<file path="config.mk">
export PLATFORM = sky130hd
export DESIGN_NAME = exe_iter_divider_flat
export DESIGN_NICKNAME = d
export VERILOG_FILES = /design/src/rtl/exe_iter_divider_if.sv /design/src/rtl/exe_iter_divider.sv /design/src/flat_wrapper.sv
export SDC_FILE = /design/constraint.sdc
export NUM_CORES = 1
export LEC_CHECK = 0
export BUFFER_PORTS_ARGS = -buffer_cell sky130_fd_sc_hd__buf_2
export CAP_MARGIN = 25
export CORE_MARGIN = 3
export CORE_UTILIZATION = 30
export CTS_CLUSTER_SIZE = 20
export DETAILED_ROUTE_END_ITERATION = 12
export PLACE_DENSITY = 0.48
export SLEW_MARGIN = 20
export SYNTH_ARGS = -nofsm -noshare
export SYNTH_HDL_FRONTEND = slang
export SYNTH_SLANG_ARGS = --single-unit
</file>
<file path="constraint.sdc">
create_clock -name clk -period 6 [get_ports clk]
set_input_delay 0.3 -clock clk [delete_from_list [all_inputs] [get_ports clk]]
set_output_delay 0.3 -clock clk [all_outputs]
set_load 0.01 [all_outputs]
</file>
<file path="src/rtl/exe_iter_divider_if.sv">
// Operand/result bundle between the EXE stage and the iterative divider.
// Handshake: the EXE stage raises div_start for one or more cycles while
// div_busy is low; the divider samples div_signed/div_a/div_b on the edge it
// accepts the request and raises div_busy from the next cycle. div_done pulses
// for exactly one cycle when div_quot/div_rem are valid. div_cancel aborts the
// request and wins over div_start.
interface exe_iter_divider_if #(
    parameter int WIDTH = 32
);
    logic             div_start;
    logic             div_signed;
    logic [WIDTH-1:0] div_a;
    logic [WIDTH-1:0] div_b;
    logic             div_cancel;
    logic             div_busy;
    logic             div_done;
    logic [WIDTH-1:0] div_quot;
    logic [WIDTH-1:0] div_rem;

    modport master (
        output div_start, div_signed, div_a, div_b, div_cancel,
        input  div_busy, div_done, div_quot, div_rem
    );

    modport slave (
        input  div_start, div_signed, div_a, div_b, div_cancel,
        output div_busy, div_done, div_quot, div_rem
    );
endinterface

</file>
<file path="src/rtl/exe_iter_divider.sv">
// Radix-2 restoring divider for DIV/DIVU. Quotient goes to LO, remainder to HI.
// Operands are reduced to magnitudes up front, divided unsigned over WIDTH
// cycles, then the signs are restored in a single fix-up cycle.
module exe_iter_divider #(
    parameter int WIDTH = 32
) (
    input  logic                clk,
    input  logic                rst,
    exe_iter_divider_if.slave   div,
    output logic [1:0]          dbg_state
);
    localparam int CW = $clog2(WIDTH);

    typedef enum logic [1:0] {
        IDLE = 2'd0,
        CALC = 2'd1,
        FIX  = 2'd2,
        DONE = 2'd3
    } state_t;

    state_t           state_q;
    state_t           state_d;
    logic [CW-1:0]    cnt_q;
    logic [WIDTH-1:0] qa_q;      // dividend bits shift out the top, quotient bits shift in
    logic [WIDTH-1:0] r_q;       // partial remainder
    logic [WIDTH-1:0] b_abs_q;
    logic             q_neg_q;
    logic             r_neg_q;
    logic [WIDTH-1:0] quot_q;
    logic [WIDTH-1:0] rem_q;

    logic [WIDTH-1:0] a_abs;
    logic [WIDTH-1:0] b_abs;
    logic [WIDTH:0]   trial;
    logic             accept;
    logic             busy;
    logic             done;

    // Operand magnitudes and the trial subtraction for the current step.
    always_comb begin
        a_abs  = (div.div_signed && div.div_a[WIDTH-1]) ? (WIDTH'(0) - div.div_a) : div.div_a;
        b_abs  = (div.div_signed && div.div_b[WIDTH-1]) ? (WIDTH'(0) - div.div_b) : div.div_b;
        trial  = {r_q, qa_q[WIDTH-1]} - {1'b0, b_abs_q};
        accept = div.div_start && !div.div_cancel;
    end

    // State register.
    always_ff @(posedge clk or negedge rst) begin
        if (!rst) begin
            state_q <= IDLE;
        end else begin
            state_q <= state_d;
        end
    end

    // Next-state and status outputs; cancel overrides every transition.
    always_comb begin
        state_d = state_q;
        busy    = 1'b0;
        done    = 1'b0;
        case (state_q)
            IDLE: begin
                if (accept) begin
                    state_d = (div.div_b == '0) ? DONE : CALC;
                end
            end
            CALC: begin
                busy = 1'b1;
                if (cnt_q == CW'(WIDTH - 1)) begin
                    state_d = FIX;
                end
            end
            FIX: begin
                busy    = 1'b1;
                state_d = DONE;
            end
            DONE: begin
                busy    = 1'b1;
                done    = 1'b1;
                state_d = IDLE;
            end
            default: state_d = IDLE;
        endcase
        if (div.div_cancel) begin
            state_d = IDLE;
        end
    end

    // Datapath: latch operands, iterate, then write sign-corrected results.
    always_ff @(posedge clk or negedge rst) begin
        if (!rst) begin
            cnt_q   <= '0;
            qa_q    <= '0;
            r_q     <= '0;
            b_abs_q <= '0;
            q_neg_q <= 1'b0;
            r_neg_q <= 1'b0;
            quot_q  <= '0;
            rem_q   <= '0;
        end else begin
            case (state_q)
                IDLE: begin
                    if (accept) begin
                        if (div.div_b != '0) begin
                            qa_q    <= a_abs;
                            b_abs_q <= b_abs;
                            r_q     <= '0;
                            cnt_q   <= '0;
                            q_neg_q <= div.div_signed && (div.div_a[WIDTH-1] ^ div.div_b[WIDTH-1]);
                            r_neg_q <= div.div_signed && div.div_a[WIDTH-1];
                        end else begin
                            quot_q <= '1;
                            rem_q  <= div.div_a;
                        end
                    end
                end
                CALC: begin
                    if (!div.div_cancel) begin
                        r_q   <= trial[WIDTH] ? {r_q[WIDTH-2:0], qa_q[WIDTH-1]} : trial[WIDTH-1:0];
                        qa_q  <= {qa_q[WIDTH-2:0], ~trial[WIDTH]};
                        cnt_q <= cnt_q + CW'(1);
                    end
                end
                FIX: begin
                    if (!div.div_cancel) begin
                        quot_q <= q_neg_q ? (WIDTH'(0) - qa_q) : qa_q;
                        rem_q  <= r_neg_q ? (WIDTH'(0) - r_q) : r_q;
                    end
                end
                default: begin
                end
            endcase
        end
    end

    assign div.div_busy = busy;
    assign div.div_done = done;
    assign div.div_quot = quot_q;
    assign div.div_rem  = rem_q;
    assign dbg_state    = state_q;
endmodule
</file>
<file path="src/flat_wrapper.sv">
// flat-port wrapper written by rule: the top's interface ports become plain ports
module exe_iter_divider_flat 
#(
    parameter int WIDTH = 32
)
  (clk, rst, dbg_state, div_div_start, div_div_signed, div_div_a, div_div_b, div_div_cancel, div_div_busy, div_div_done, div_div_quot, div_div_rem);
  exe_iter_divider_if #(.WIDTH(WIDTH)) div_i ();
  input  logic clk;
  input  logic rst;
  output logic [1:0] dbg_state;
  input wire logic [$bits(div_i.div_start)-1:0] div_div_start;
  input wire logic [$bits(div_i.div_signed)-1:0] div_div_signed;
  input wire logic [$bits(div_i.div_a)-1:0] div_div_a;
  input wire logic [$bits(div_i.div_b)-1:0] div_div_b;
  input wire logic [$bits(div_i.div_cancel)-1:0] div_div_cancel;
  output wire logic [$bits(div_i.div_busy)-1:0] div_div_busy;
  output wire logic [$bits(div_i.div_done)-1:0] div_div_done;
  output wire logic [$bits(div_i.div_quot)-1:0] div_div_quot;
  output wire logic [$bits(div_i.div_rem)-1:0] div_div_rem;
  assign div_i.div_start = div_div_start;
  assign div_i.div_signed = div_div_signed;
  assign div_i.div_a = div_div_a;
  assign div_i.div_b = div_div_b;
  assign div_i.div_cancel = div_div_cancel;
  assign div_div_busy = div_i.div_busy;
  assign div_div_done = div_i.div_done;
  assign div_div_quot = div_i.div_quot;
  assign div_div_rem = div_i.div_rem;
  exe_iter_divider #(.WIDTH(WIDTH)) u_core (.clk(clk), .rst(rst), .div(div_i), .dbg_state(dbg_state));
endmodule
</file>
After elaboration in Yosys (flattened, before gate mapping) --
Index checks and enable logic that the tools add are counted.
Operators by class: eq/ne operators 11, divide/modulo/power cells 0, $mul 0, muxes and demuxes 32, reductions and logical operators 15, bitwise operators 2, $add $sub $neg 6, shift operators 0, $lt $le $gt $ge 0
Operators with widths (count):
- 32-bit 2-to-1 mux | 17
- 32-bit one-hot mux with 2 select lines | 4
- 1-bit by 32-bit subtractor with 32-bit output (first input constant) | 4
- 33-bit by 32-bit subtractor with 33-bit output | 1
- 32-bit zero test | 1
- 32-bit nonzero test | 1
- 5-bit 2-to-1 mux | 3
- 5-bit one-hot mux with 2 select lines | 1
- 2-bit 2-to-1 mux | 4
- 2-bit one-hot mux with 4 select lines | 1
- 4-bit AND reduction | 2
- 2-bit != test (second input constant) | 3
- 3-bit by 2-bit != test with 1-bit output (second input constant) | 2
- 5-bit by 1-bit adder with 5-bit output (second input constant) | 1
- 5-bit == test (second input constant) | 1
- 2-bit == test (second input constant) | 2
- 1-bit logical AND | 4
- 2-bit by 1-bit != test with 1-bit output (second input constant) | 2
- 2-bit nonzero test | 2
- 3-bit AND reduction | 1
- 3-bit OR reduction | 1
- 2-bit by 1-bit == test with 1-bit output (second input constant) | 1
- 2-bit zero test | 1
- 1-bit 2-to-1 mux | 2
- other kinds (4) | 4
Storage, ports and cells: word-level logic and storage cells 75, memory bits (writable) 0, latch bits 0, flip-flop bits (word level) 169, memories kept 0, bits in read-only memories 0, output and inout bits 68

Longest topological paths before layout --
Gate-level depths: netlist of run 1.
depth after elaboration 5, gate-level depth with buffers 14, mapped depth without buffers 12

Worst setup path before layout of run 1 --
Ideal clock, no wire load.
path kind register to register, start register u_core.r_q[16], end register u_core.r_q[1], setup slack 2756 ps, arrival 3123 ps, library setup time 121 ps, period minus slack after synthesis 3244 ps, stages on the path, launching flop included 14, path buffers 3, path through dfrtp_1 > ha_1 > buf_2 > a21o_1 > a221oi_1 > o21ai_0 > a311o_1 > and2_1 > o21a_1 > or3_1 > buf_2 > buf_2 > mux2i_1 > a22o_2
On the way: longest elaborated chain between the ends 4
Ends and longest elaborated chain:
- from (decl) | RTL line exe_iter_divider.sv:25 | logic [WIDTH-1:0] r_q;
- from (signal assigned) | RTL line exe_iter_divider.sv:119 | r_q <= trial[WIDTH] ? {r_q[WIDTH-2:0], qa_q[WIDTH-1]} : trial[WIDTH-1:0];
- 33-bit by 32-bit subtractor with 33-bit output | RTL line exe_iter_divider.sv:43 | trial = {r_q, qa_q[WIDTH-1]} - {1'b0, b_abs_q};
- 32-bit 2-to-1 mux | RTL line exe_iter_divider.sv:119
- 32-bit 2-to-1 mux | RTL line exe_iter_divider.sv:118 | if (!div.div_cancel) begin
- 32-bit one-hot mux with 2 select lines | RTL line exe_iter_divider.sv:101 | case (state_q)
No other way between the ends. The select of a mux whose other input is x is not followed. A chain may end at the register's enable or synchronous reset.

Worst setup path in the final report of run 1 --
start register u_core.qa_q[31], end register u_core.r_q[27]
On the way: longest elaborated chain between the ends 4
Ends and longest elaborated chain:
- from (decl) | RTL line exe_iter_divider.sv:24 | logic [WIDTH-1:0] qa_q;
- from (signal assigned) | RTL line exe_iter_divider.sv:105 | qa_q <= a_abs;
- from (signal assigned) | RTL line exe_iter_divider.sv:120 | qa_q <= {qa_q[WIDTH-2:0], ~trial[WIDTH]};
- 33-bit by 32-bit subtractor with 33-bit output | RTL line exe_iter_divider.sv:43
- 32-bit 2-to-1 mux | RTL line exe_iter_divider.sv:119
- 32-bit 2-to-1 mux | RTL line exe_iter_divider.sv:118
- 32-bit one-hot mux with 2 select lines | RTL line exe_iter_divider.sv:101
No other way between the ends. The select of a mux whose other input is x is not followed.

==> results of run 1 <==
## synth_stat cells, drive strengths merged (7+ instances only)
cell type,n
dfrtp,169
a21o,17
buf,23
and3,10
o31ai,28
o211ai,8
or2,9
nand3,16
or4,15
nand2b,10
o21ai,162
a21oi,61
a22oi,29
inv,58
clkbuf,51
o41ai,10
nor3,24
ha,43
a211oi,7
nand2,175
mux2i,38
and2,9
xor2,77
nor2,106
nor4,10
or3,16
a31oi,41
o21a,9
xnor2,71
nor2b,7
## cell type report
class / count / area share (%)
well taps: 504 / 4.816
clock inverters: 14 / 1.051
multi-input cells: 1053 / 50.91
inverters: 58 / 1.663
repair buffers: 147 / 5.982
clock buffers: 18 / 3.278
flip-flops and latches: 169 / 32.30
## metal layers
metal,GRT usage [%],up-vias,share of wire [%]
met5,0,-,0
li1,-,4985,-
met4,3.839,0,1.3
met3,2.831,27,3.5
met1,24.92,4640,50
met2,26.62,191,45
## what timing repair did
| action | in CTS | in global routing |
|---|---|---|
| gates resized for setup | 0 | 0 |
| hold buffers | 1 | 0 |
| endpoints found under the hold margin | 39 | 0 |
## cell families (layout without fill, tap and decap cells)
logic type,after synthesis,count (layout),synth area share (%)
compound gates,409,409,22.07
xor+xnor,148,148,11.35
fa+ha+maj,44,44,4.885
buf+inv,132,237,4.895
flops,169,169,37.02
mux,38,38,3.329
simple gates,414,414,16.46
## tightest hold or removal path, stage by stage
cell and delay, ns:
buf_2 0.09, xnor2_1 0.11, o21ai_0 0.06
## power breakdown
| group | switching, mW | total [mW] | internal [mW] |
|---|---|---|---|
| registers | 0.373 | 1.92 | 1.54 |
| clock network | 0.509 | 1.09 | 0.580 |
| logic | 1.48 | 2.44 | 0.960 |
## sequential cells by signal, indices dropped and copies added, names as in the netlist
register             cells
u_core.qa_q             32
u_core.r_neg_q           1
u_core.b_abs_q          32
u_core.cnt_q             5
u_core.dbg_state         2
u_core.r_q              32
u_core.div.div_quot     32
u_core.q_neg_q           1
u_core.div.div_rem      32
## final timing paths
kind                       slack (ns)              startpoint                      end  cells past startpoint
hold reg to reg                  0.48  u_core.div.div_rem[14]   u_core.div.div_rem[14]                      2
setup / recovery                 2.15         u_core.qa_q[31]           u_core.r_q[27]                     13
setup reg to reg                 2.15         u_core.qa_q[31]           u_core.r_q[27]                     13
max in group asynchronous        4.61                     rst       u_core.b_abs_q[26]                      3
hold / removal                   0.16           div_div_b[28]       u_core.b_abs_q[28]                      3
min in group asynchronous        0.33                     rst  u_core.div.div_quot[13]                      2
## per-stage QoR
step	util (%)	hold WS (ns)	power, mW	cell area, um^2	setup slack, ns
after global routing	35.34	0.1366	5.898	13090	1.953
after CTS	35.29	0.1379	5.509	13070	2.133
after global placement	33.73	0.2361	4.373	12500	1.675
after floorplan	-	0.004409	3.574	11420	2.756
final	35.34	0.1588	5.443	13090	2.152
after detailed placement	33.73	0.2384	4.394	12500	1.617
==> results.yml, run 1 <==
die:
  initial_core_util_pct: 30.84
  fp.dieH_um: 201.1
  core_mm2: 0.03705
  die-area_mm2: 0.04046
  io_pins: 137
  core.rowCount: 70
  die_x_um: 201.1
global_routing:
  antenna_found_initial: 0
  grt_overflow_total: 0
  track_usage_pct: 17.10
  grt_pass1_vias: 9595
  grt_max_degree: 87
  grt_pass1_wl_um: 55490
final_layout:
  multi_input_area_mm2: 0.006665
  final_cell_mix: "175 x nand2_1, 169 x dfrtp_1, 161 x o21ai_0"
  drive_gt1_share_pct: 13.57
  final_common_cell: "nand2_1"
  antennaDiodeCount: 0
  layout.nets: 1559
  regArea_mm2: 0.004229
  fillers: 3908
  area_delta_synth_final_pct: 14.60
  fin_cells: 1963
sta:
  drv_slew: 0
  skew_ns: 0.01195
  maxSlewHeadroom_pct: 34.95
  worst_slew_pin_slew_ns: 0.9758
  fin_setup_tns_ns: 0
  finalSetupViolCount: 0
  fmax_mhz: 259.9
  finalHoldViolations: 0
  finalCriticalPeriod_ns: 3.848
  rsz0062_at_grt: "no"
  fin_crit_sh_pct: 64.14
clocking:
  cts.sink_count: 169
  cts_tree: "yes"
  clockBufferDepth: 2
  clk_pin_slew_ns: 0.07
  root_buffer: "clkbuf_16"
  insertion_delay_ns: 0.45
  htree_levels: 4
  cts_buffers: 17
  cts_setup_buffers: 0
drt:
  wl_per_cell_um: 17.58
  drc_errors: 0
  num_vias: 9843
  drt_iter0_drc: 588
  viasPerCell: 5.014
  finalWirelength_um: 34510
  firstDrtPassIters: 6
  ant_nets: 0
logic_synthesis:
  ys_top_cells_by_area: "dfrtp_1 37%, o21ai_0 7.1%, xor2_1 5.9%"
  synth_ff_type: "dfrtp_1"
  synth-edff-count: 0
  yosysUniqueCellTypes: 64
  syn-num-nets: 1467
  syn-instance-count: 1354
  yosys_warnings: 0
  synth-seq-cells: 169
  syn-mean-instance-area_um2: 8.438
  synth_area_leader_cell: "dfrtp_1"
  yosysSeqAreaShare_pct: 37.02
  synth_area_mm2: 0.01142
  async_flop_share_pct: 100.0
  yosysTopAreaCellShare_pct: 37.02
min_path:
  min_path_type: "primary input to flop"
placement:
  dpl.cell_count: 1929
  gp_congestion: 0.8414
  port-buffer-count: 136
  hpwl_um: 26460
job:
  maxCapViolations: 0
setup_path:
  end_kind: "flop"
  worstSetupPathType: "flop to flop"
  cpPeakStageDelay_ns: 0.42
  cp_slowest_cell: "a31oi_1"
  required_ns: 6.31
  critPathMaxFanout: 31
  worstSetupStartpointType: "flop"
  crit_path_cell_trace: "inv_1, ha_1, fa_1, nor2b_1, o2111ai_1, a31oi_1, a31oi_1, a21oi_1, nor3_1, or3_1, buf_4, nand2_1, o221ai_1"
  arrival_ns: 4.16
  worst-path-buf-inv: 2
  critPathTopFamily: "compound AO/OA/AOI/OAI gates"
  critPathMostFrequentCell: "a31oi_1"
power_and_ir_drop:
  leakage_nw: 5.678
  vdd_ir_drop_max_uv: 174.5
  power.density_mw_per_mm2: 415.8
outcome:
  status: "finished, final reports clean"
Note: power is estimated with default switching activity, not from simulation.
==> run 2, diff against run 1 <==
- ABC_AREA: not set -> 1
- PLACE_DENSITY: 0.48 -> 0.49
- clock period: 6 -> 3.3 ns (I/O delays scaled with it)
==> run 2 against run 1 <==
Worst hold slack got worse by 0.14 ns. Sequential share of layout area decreased by 4.8 points. Sequential power increased by 82%. Clock power increased by 87%. Final area increased by 17%. Final cell count increased by 43%. Power increased by 110%. Clock-buffer cell count decreased by 1. First-iteration DRC count increased by 110%. Flip-flop and latch count unchanged.
==> results.yml, run 2 <==
sta:
  finalCriticalPeriod_ns: 2.743
  skew_ns: 0.01350
  rsz0062_at_grt: "no"
  fmax_mhz: 364.6
  fin_crit_sh_pct: 83.12
  setup_ws_ns: 0.5571
  fin_setup_tns_ns: 0
  worst_slew_pin_slew_ns: 0.8519
  finalSetupViolCount: 0
  finalHoldViolations: 0
  drv_slew: 0
  maxSlewHeadroom_pct: 43.15
  whs_ns: 0.01643
drt:
  viasPerCell: 4.913
  drc_errors: 0
  wl_per_cell_um: 16.95
  num_vias: 13831
  drt_iter0_drc: 1244
  firstDrtPassIters: 5
  ant_nets: 0
  finalWirelength_um: 47710
die:
  die-area_mm2: 0.04737
  die_x_um: 217.6
  core.rowCount: 76
  initial_core_util_pct: 30.78
  fp.dieH_um: 217.6
  core_mm2: 0.04365
  io_pins: 137
clocking:
  clk_pin_slew_ns: 0.08
  clockBufferDepth: 2
  htree_levels: 4
  cts_buffers: 17
  root_buffer: "clkbuf_16"
  cts_tree: "yes"
  cts.sink_count: 169
  insertion_delay_ns: 0.47
power_and_ir_drop:
  pwr-share-clk_pct: 17.8
  p_comb_share_pct: 51.7
  internal-power_mw: 5.770
  power.density_mw_per_mm2: 746.3
  p_sw_mw: 5.695
  vdd_ir_drop_max_uv: 415.5
  p_seq_share_pct: 30.5
  leakage_nw: 8.021
  netSwitchingFraction_pct: 49.67
final_layout:
  layout.nets: 2330
  drive_gt1_share_pct: 10.22
  fillers: 4845
  final_cell_mix: "677 x nand2_1, 279 x inv_1, 213 x nor2_1"
  area_delta_synth_final_pct: 14.32
  stdcell_area_mm2: 0.01536
  fin_cells: 2815
  antennaDiodeCount: 0
  final_common_cell: "nand2_1"
logic_synthesis:
  synth_ff_type: "dfrtp_1"
  yosysSeqAreaShare_pct: 31.47
  synthTopCellsByCount: "677 x nand2_1, 279 x inv_1, 213 x nor2_1"
  yosys.area_share.xor_xnor_pct: 5.019
  synth_top_family_by_area: "simple AND/OR/NAND/NOR gates"
  synth_area_mm2: 0.01344
  yosysTopAreaCellShare_pct: 31.47
  async_flop_share_pct: 100.0
  syn-num-nets: 2215
  synth-compound-area-share_pct: 11.69
  synthMuxAreaShare_pct: 0
  synth_area_leader_cell: "dfrtp_1"
  syn-mean-instance-area_um2: 6.392
  synthAdderAreaFrac_pct: 4.153
  synth-edff-count: 0
  ys_top_cells_by_area: "dfrtp_1 31%, nand2_1 19%, inv_1 7.8%"
  yosys_warnings: 0
  synth-seq-cells: 169
  syn-instance-count: 2102
  synth_most_common_cell: "nand2_1"
  yosysUniqueCellTypes: 47
  yosys.area_share.simple_pct: 37.19
placement:
  place_ws_ns: 0.4520
  gp_congestion: 0.8948
  place_area_mm2: 0.01470
  port-buffer-count: 136
  hpwl_um: 38320
  dpl.cell_count: 2776
global_routing:
  grt_overflow_total: 0
  grt_max_degree: 94
  grt_pass1_vias: 13069
  track_usage_pct: 20.29
  antenna_found_initial: 0
  grt_pass1_wl_um: 75030
setup_path:
  critPathMaxFanout: 17
  arrival_ns: 3.10
  required_ns: 3.66
  worst-path-buf-inv: 2
  worstSetupStartpointType: "flop"
  crit_path_cell_trace: "inv_1, ha_1, fa_1, inv_1, nand2_1, nand2_1, nand3_1, nand2_2, nand2_2, nand2_2, nand2_4, nand2_4, nand2_4, nand3_1, nand2_1, nand2_1, nand2_1"
  critPathTopFamily: "simple AND/OR/NAND/NOR gates"
  critPathMostFrequentCell: "nand2_1"
  end_kind: "flop"
  worstSetupPathType: "flop to flop"
  cpPeakStageDelay_ns: 0.42
  cp_slowest_cell: "fa_1"
outcome:
  status: "finished, final reports clean"
job:
  maxCapViolations: 0
min_path:
  min_path_type: "primary input to flop"
[run 2: cells by family (layout without fill, tap and decap cells)]
group                      after synthesis  in the layout
xor gates and xnor gates                77             77
buffers and inverters                  352            480
and+or+nand+nor                       1185           1185
DFF                                    169            169
adders and majority gates               44             44
AOI/OAI and AO/OA                      275            275
[run 2: stage by stage]
step	utilization, %	power, mW
after floorplan	-	7.365
after global placement	33.69	9.351
after detailed placement	33.69	9.423
after CTS	35.19	11.53
after global routing	35.19	12.48
final	35.19	11.46
[run 2: worst paths after layout]
path,startpoint,endpoint,slack (ns),cells past startpoint
setup / recovery,u_core.qa_q[31],u_core.r_q[30],0.56,17
hold reg to reg,u_core.div.div_rem[27],u_core.div.div_rem[27],0.48,2
hold / removal,div_div_a[13],u_core.div.div_rem[13],0.02,3
min in group asynchronous,rst,u_core.div.div_quot[2],0.20,2
max in group asynchronous,rst,u_core.b_abs_q[1],2.18,3
setup reg to reg,u_core.qa_q[31],u_core.r_q[30],0.56,17
[run 2: worst reg2reg max path, delay by kind of cell, from the launching register on]
family                   cells  cell delay (ns)
buffers and inverters        2             0.26
flip-flops                   1             0.39
adder cells (fa/ha/maj)      2             0.68
AND/OR/NAND/NOR             13             1.31
[run 2: power groups by stage]
stage | sequential [mW] | clock (mW) | combinational, mW
2_1_floorplan | 3.47 | 0 | 3.89
3_3_place_gp | 3.53 | 0 | 5.82
3_5_place_dp | 3.52 | 0 | 5.90
4_1_cts | 3.49 | 2.09 | 5.94
5_1_grt | 3.61 | 2.17 | 6.70
6_report | 3.49 | 2.04 | 5.93
[run 2: layout make-up]
| type | instances | area, um^2 | area share [%] |
|---|---|---|---|
| well taps | 585 | 732.0 | 4.765 |
| clock buffers | 17 | 425.4 | 2.769 |
| multi-input cells | 1581 | 7805 | 50.81 |
| inverters | 287 | 1077 | 7.013 |
| flip-flops and latches | 169 | 4229 | 27.53 |
| repair buffers | 161 | 929.6 | 6.052 |
| clock inverters | 15 | 162.7 | 1.059 |
[run 2: what timing repair did]
action,CTS,global route
setup buffers,0,0
hold buffers,7,0
hold endpoints to repair,53,0
gates resized for setup,0,0
[run 2: per-layer routing]
layer  global-route usage, %  share of wire, %  vias to the layer above
li1                        -                 -                     6950
met1                   29.92                49                     6443
met2                   30.80                43                      390
met3                   3.093               5.9                       48
met4                   5.566               2.1                        0
met5                       0                 0                        -
==> run 3, diff against run 2 <==
- ABC_AREA: 1 -> 0
- clock period: 3.3 -> 2.34 ns (I/O delays scaled with it)
==> run 3 against run 2 <==
The flow now finishes with violations (setup timing). Final area rose by 7.4%. Die area fell by 15%. Non-clock buffer count rose by 279. Worst hold slack improved by 0.0068 ns. Wire length fell by 25%. Critical path type unchanged. Clock-buffer cell count rose by 3. Power rose by 48%. Clock power rose by 59%. First-iteration DRC count fell by 56%. Final cell count fell by 20%.
==> results.yml, run 3 (synthesis results as in run 1) <==
outcome:
  status: "finished, violations left"
  violations: "setup timing"
min_path:
  min-delay-start: "div_div_a[15]"
  min_path_type: "primary input to flop"
  holdPathStages: 3
  worst_hold_path.endpoint: "u_core.div.div_rem[15]"
sta:
  fmax_mhz: 328.1
  rsz0062_at_grt: "yes"
  setup_ws_ns: -0.7075
  finalSetupViolCount: 70
  skew_ns: 0.01168
  finalCriticalPeriod_ns: 3.047
  maxSlewHeadroom_pct: 53.13
  drv_slew: 0
  finalHoldViolations: 0
  worst_slew_pin_slew_ns: 0.7031
  whs_ns: 0.02319
  fin_crit_sh_pct: 130.2
power_and_ir_drop:
  power.density_mw_per_mm2: 1026
  internal-power_mw: 10.20
  p_sw_mw: 6.736
  leakage_nw: 7.375
  netSwitchingFraction_pct: 39.78
  p_seq_share_pct: 27.7
  pwr-share-clk_pct: 19.2
  vdd_ir_drop_max_uv: 467.1
  p_total_mw: 16.93
  p_comb_share_pct: 53.1
die:
  core_mm2: 0.03705
  io_pins: 137
  fp.dieH_um: 201.1
  core.rowCount: 70
  initial_core_util_pct: 30.84
  die-area_mm2: 0.04046
  die_x_um: 201.1
drt:
  num_vias: 10904
  drt_iter0_drc: 550
  viasPerCell: 4.835
  wl_per_cell_um: 15.93
  firstDrtPassIters: 4
  finalWirelength_um: 35930
  drc_errors: 0
  ant_nets: 0
setup_path:
  reg2reg_to: "u_core.r_q[19]"
  worstSetupPathType: "flop to flop"
  critPathMaxFanout: 5
  worstSetupStartpointType: "flop"
  reg2reg_depth: 13
  required_ns: 2.66
  end_kind: "flop"
  r2r_setup_slack_ns: -0.71
  arrival_ns: 3.37
  r2r-start: "u_core.qa_q[31]"
final_layout:
  final_cell_mix: "258 x buf_4, 168 x dfrtp_1, 166 x nand2_1"
  antennaDiodeCount: 0
  final_util_pct: 44.53
  fin_cells: 2255
  stdcell_area_mm2: 0.01650
  regArea_mm2: 0.004230
  area_delta_synth_final_pct: 44.39
  layout.nets: 1852
  final_common_cell: "buf_4"
  drive_gt1_share_pct: 33.52
  fillers: 3680
  multi_input_area_mm2: 0.007427
global_routing:
  grt_pass1_vias: 10790
  grt_pass1_wl_um: 57410
  grt_overflow_total: 0
  grt_max_degree: 68
  antenna_found_initial: 1
  track_usage_pct: 17.46
clocking:
  htree_levels: 4
  clk_pin_slew_ns: 0.07
  insertion_delay_ns: 0.44
  cts_buffers: 17
  cts_tree: "yes"
  clockBufferDepth: 2
  cts.sink_count: 169
  root_buffer: "clkbuf_16"
job:
  maxCapViolations: 0
placement:
  hpwl_um: 27540
  dpl.cell_count: 2193
  gp_congestion: 0.8887
  port-buffer-count: 136
  place_area_mm2: 0.01472
run 3: changes by cell type in the layout (fill, tap and decap cells not counted), sizes merged, moves of 20 or more:
cell   change
a21oi     -23
buf      +277
inv      -232
mux2i     +38
nand2    -516
nand3    -183
nand4     -20
nor2     -112
o21ai     +46
o31ai     +27
xnor2     +56
run 3: worst max-delay path: stages (launching register included):
cell and delay, ns:
dfrtp_1 0.36, inv_2 0.07, ha_4 0.16, fa_2 0.37
nor2b_4 0.16, o2111ai_4 0.15, a31oi_4 0.26, a31oi_4 0.15
a21oi_4 0.20, nor3_4 0.06, or3_4 0.44, bufbuf_16 0.30
mux2i_1 0.15, o21ai_0 0.09
run 3: power by group through the flow:
stage               combinational [mW]  sequential (mW)  clock, mW
floorplan                         4.42             4.87          0
global placement                  7.99             4.68          0
detailed placement                8.05             4.70          0
CTS                               8.60             4.68       3.32
global route                      9.96             4.85       3.44
finish                            8.99             4.70       3.25
run 3: how the worst max path moves through the flow:
stage | from | cells past startpoint | end | slack, ns
finish | u_core.qa_q[31] | 13 | u_core.r_q[19] | -0.71
global route | u_core.r_q[3] | 11 | u_core.r_q[16] | -0.82
CTS | u_core.r_q[1] | 10 | u_core.div.div_rem[17] | -0.67
detailed placement | u_core.b_abs_q[0] | 12 | u_core.r_q[1] | -0.85
global placement | u_core.qa_q[31] | 13 | u_core.r_q[1] | -0.82
floorplan | u_core.r_q[16] | 12 | u_core.r_q[15] | -0.64
run 3: area by class of cell:
type / count / share of cell area, %
flip-flops and latches: 169 / 25.64
well taps: 504 / 3.823
multi-input cells: 1053 / 45.02
clock buffers: 20 / 2.708
inverters: 58 / 1.320
repair buffers: 440 / 20.15
clock inverters: 11 / 1.335
run 3: timing repair:
| item | 4_1_cts | 5_1_grt |
|---|---|---|
| endpoints found under the setup margin | 69 | 118 |
| pin swaps | 33 | 41 |
| hold buffers | 7 | 0 |
| gates cloned | 3 | 2 |
| buffers inserted | 9 | 17 |
| hold endpoints to repair | 69 | 0 |
| gates resized for setup | 122 | 66 |
run 3: layer usage:
layer	GRT usage [%]	vias to the layer above	part of all wire [%]
met1	24.65	5091	49
met3	2.783	37	3.9
li1	-	5568	-
met4	4.868	2	1.5
met2	27.78	206	46
met5	0	-	0.025
run 3: stage by stage:
step | setup TNS [ns] | setup WS (ns)
floorplan | -19.91 | -0.6430
global placement | -44.03 | -0.8154
detailed placement | -48.96 | -0.8494
CTS | -27.33 | -0.6666
global route | -37.12 | -0.8165
finish | -28.69 | -0.7075
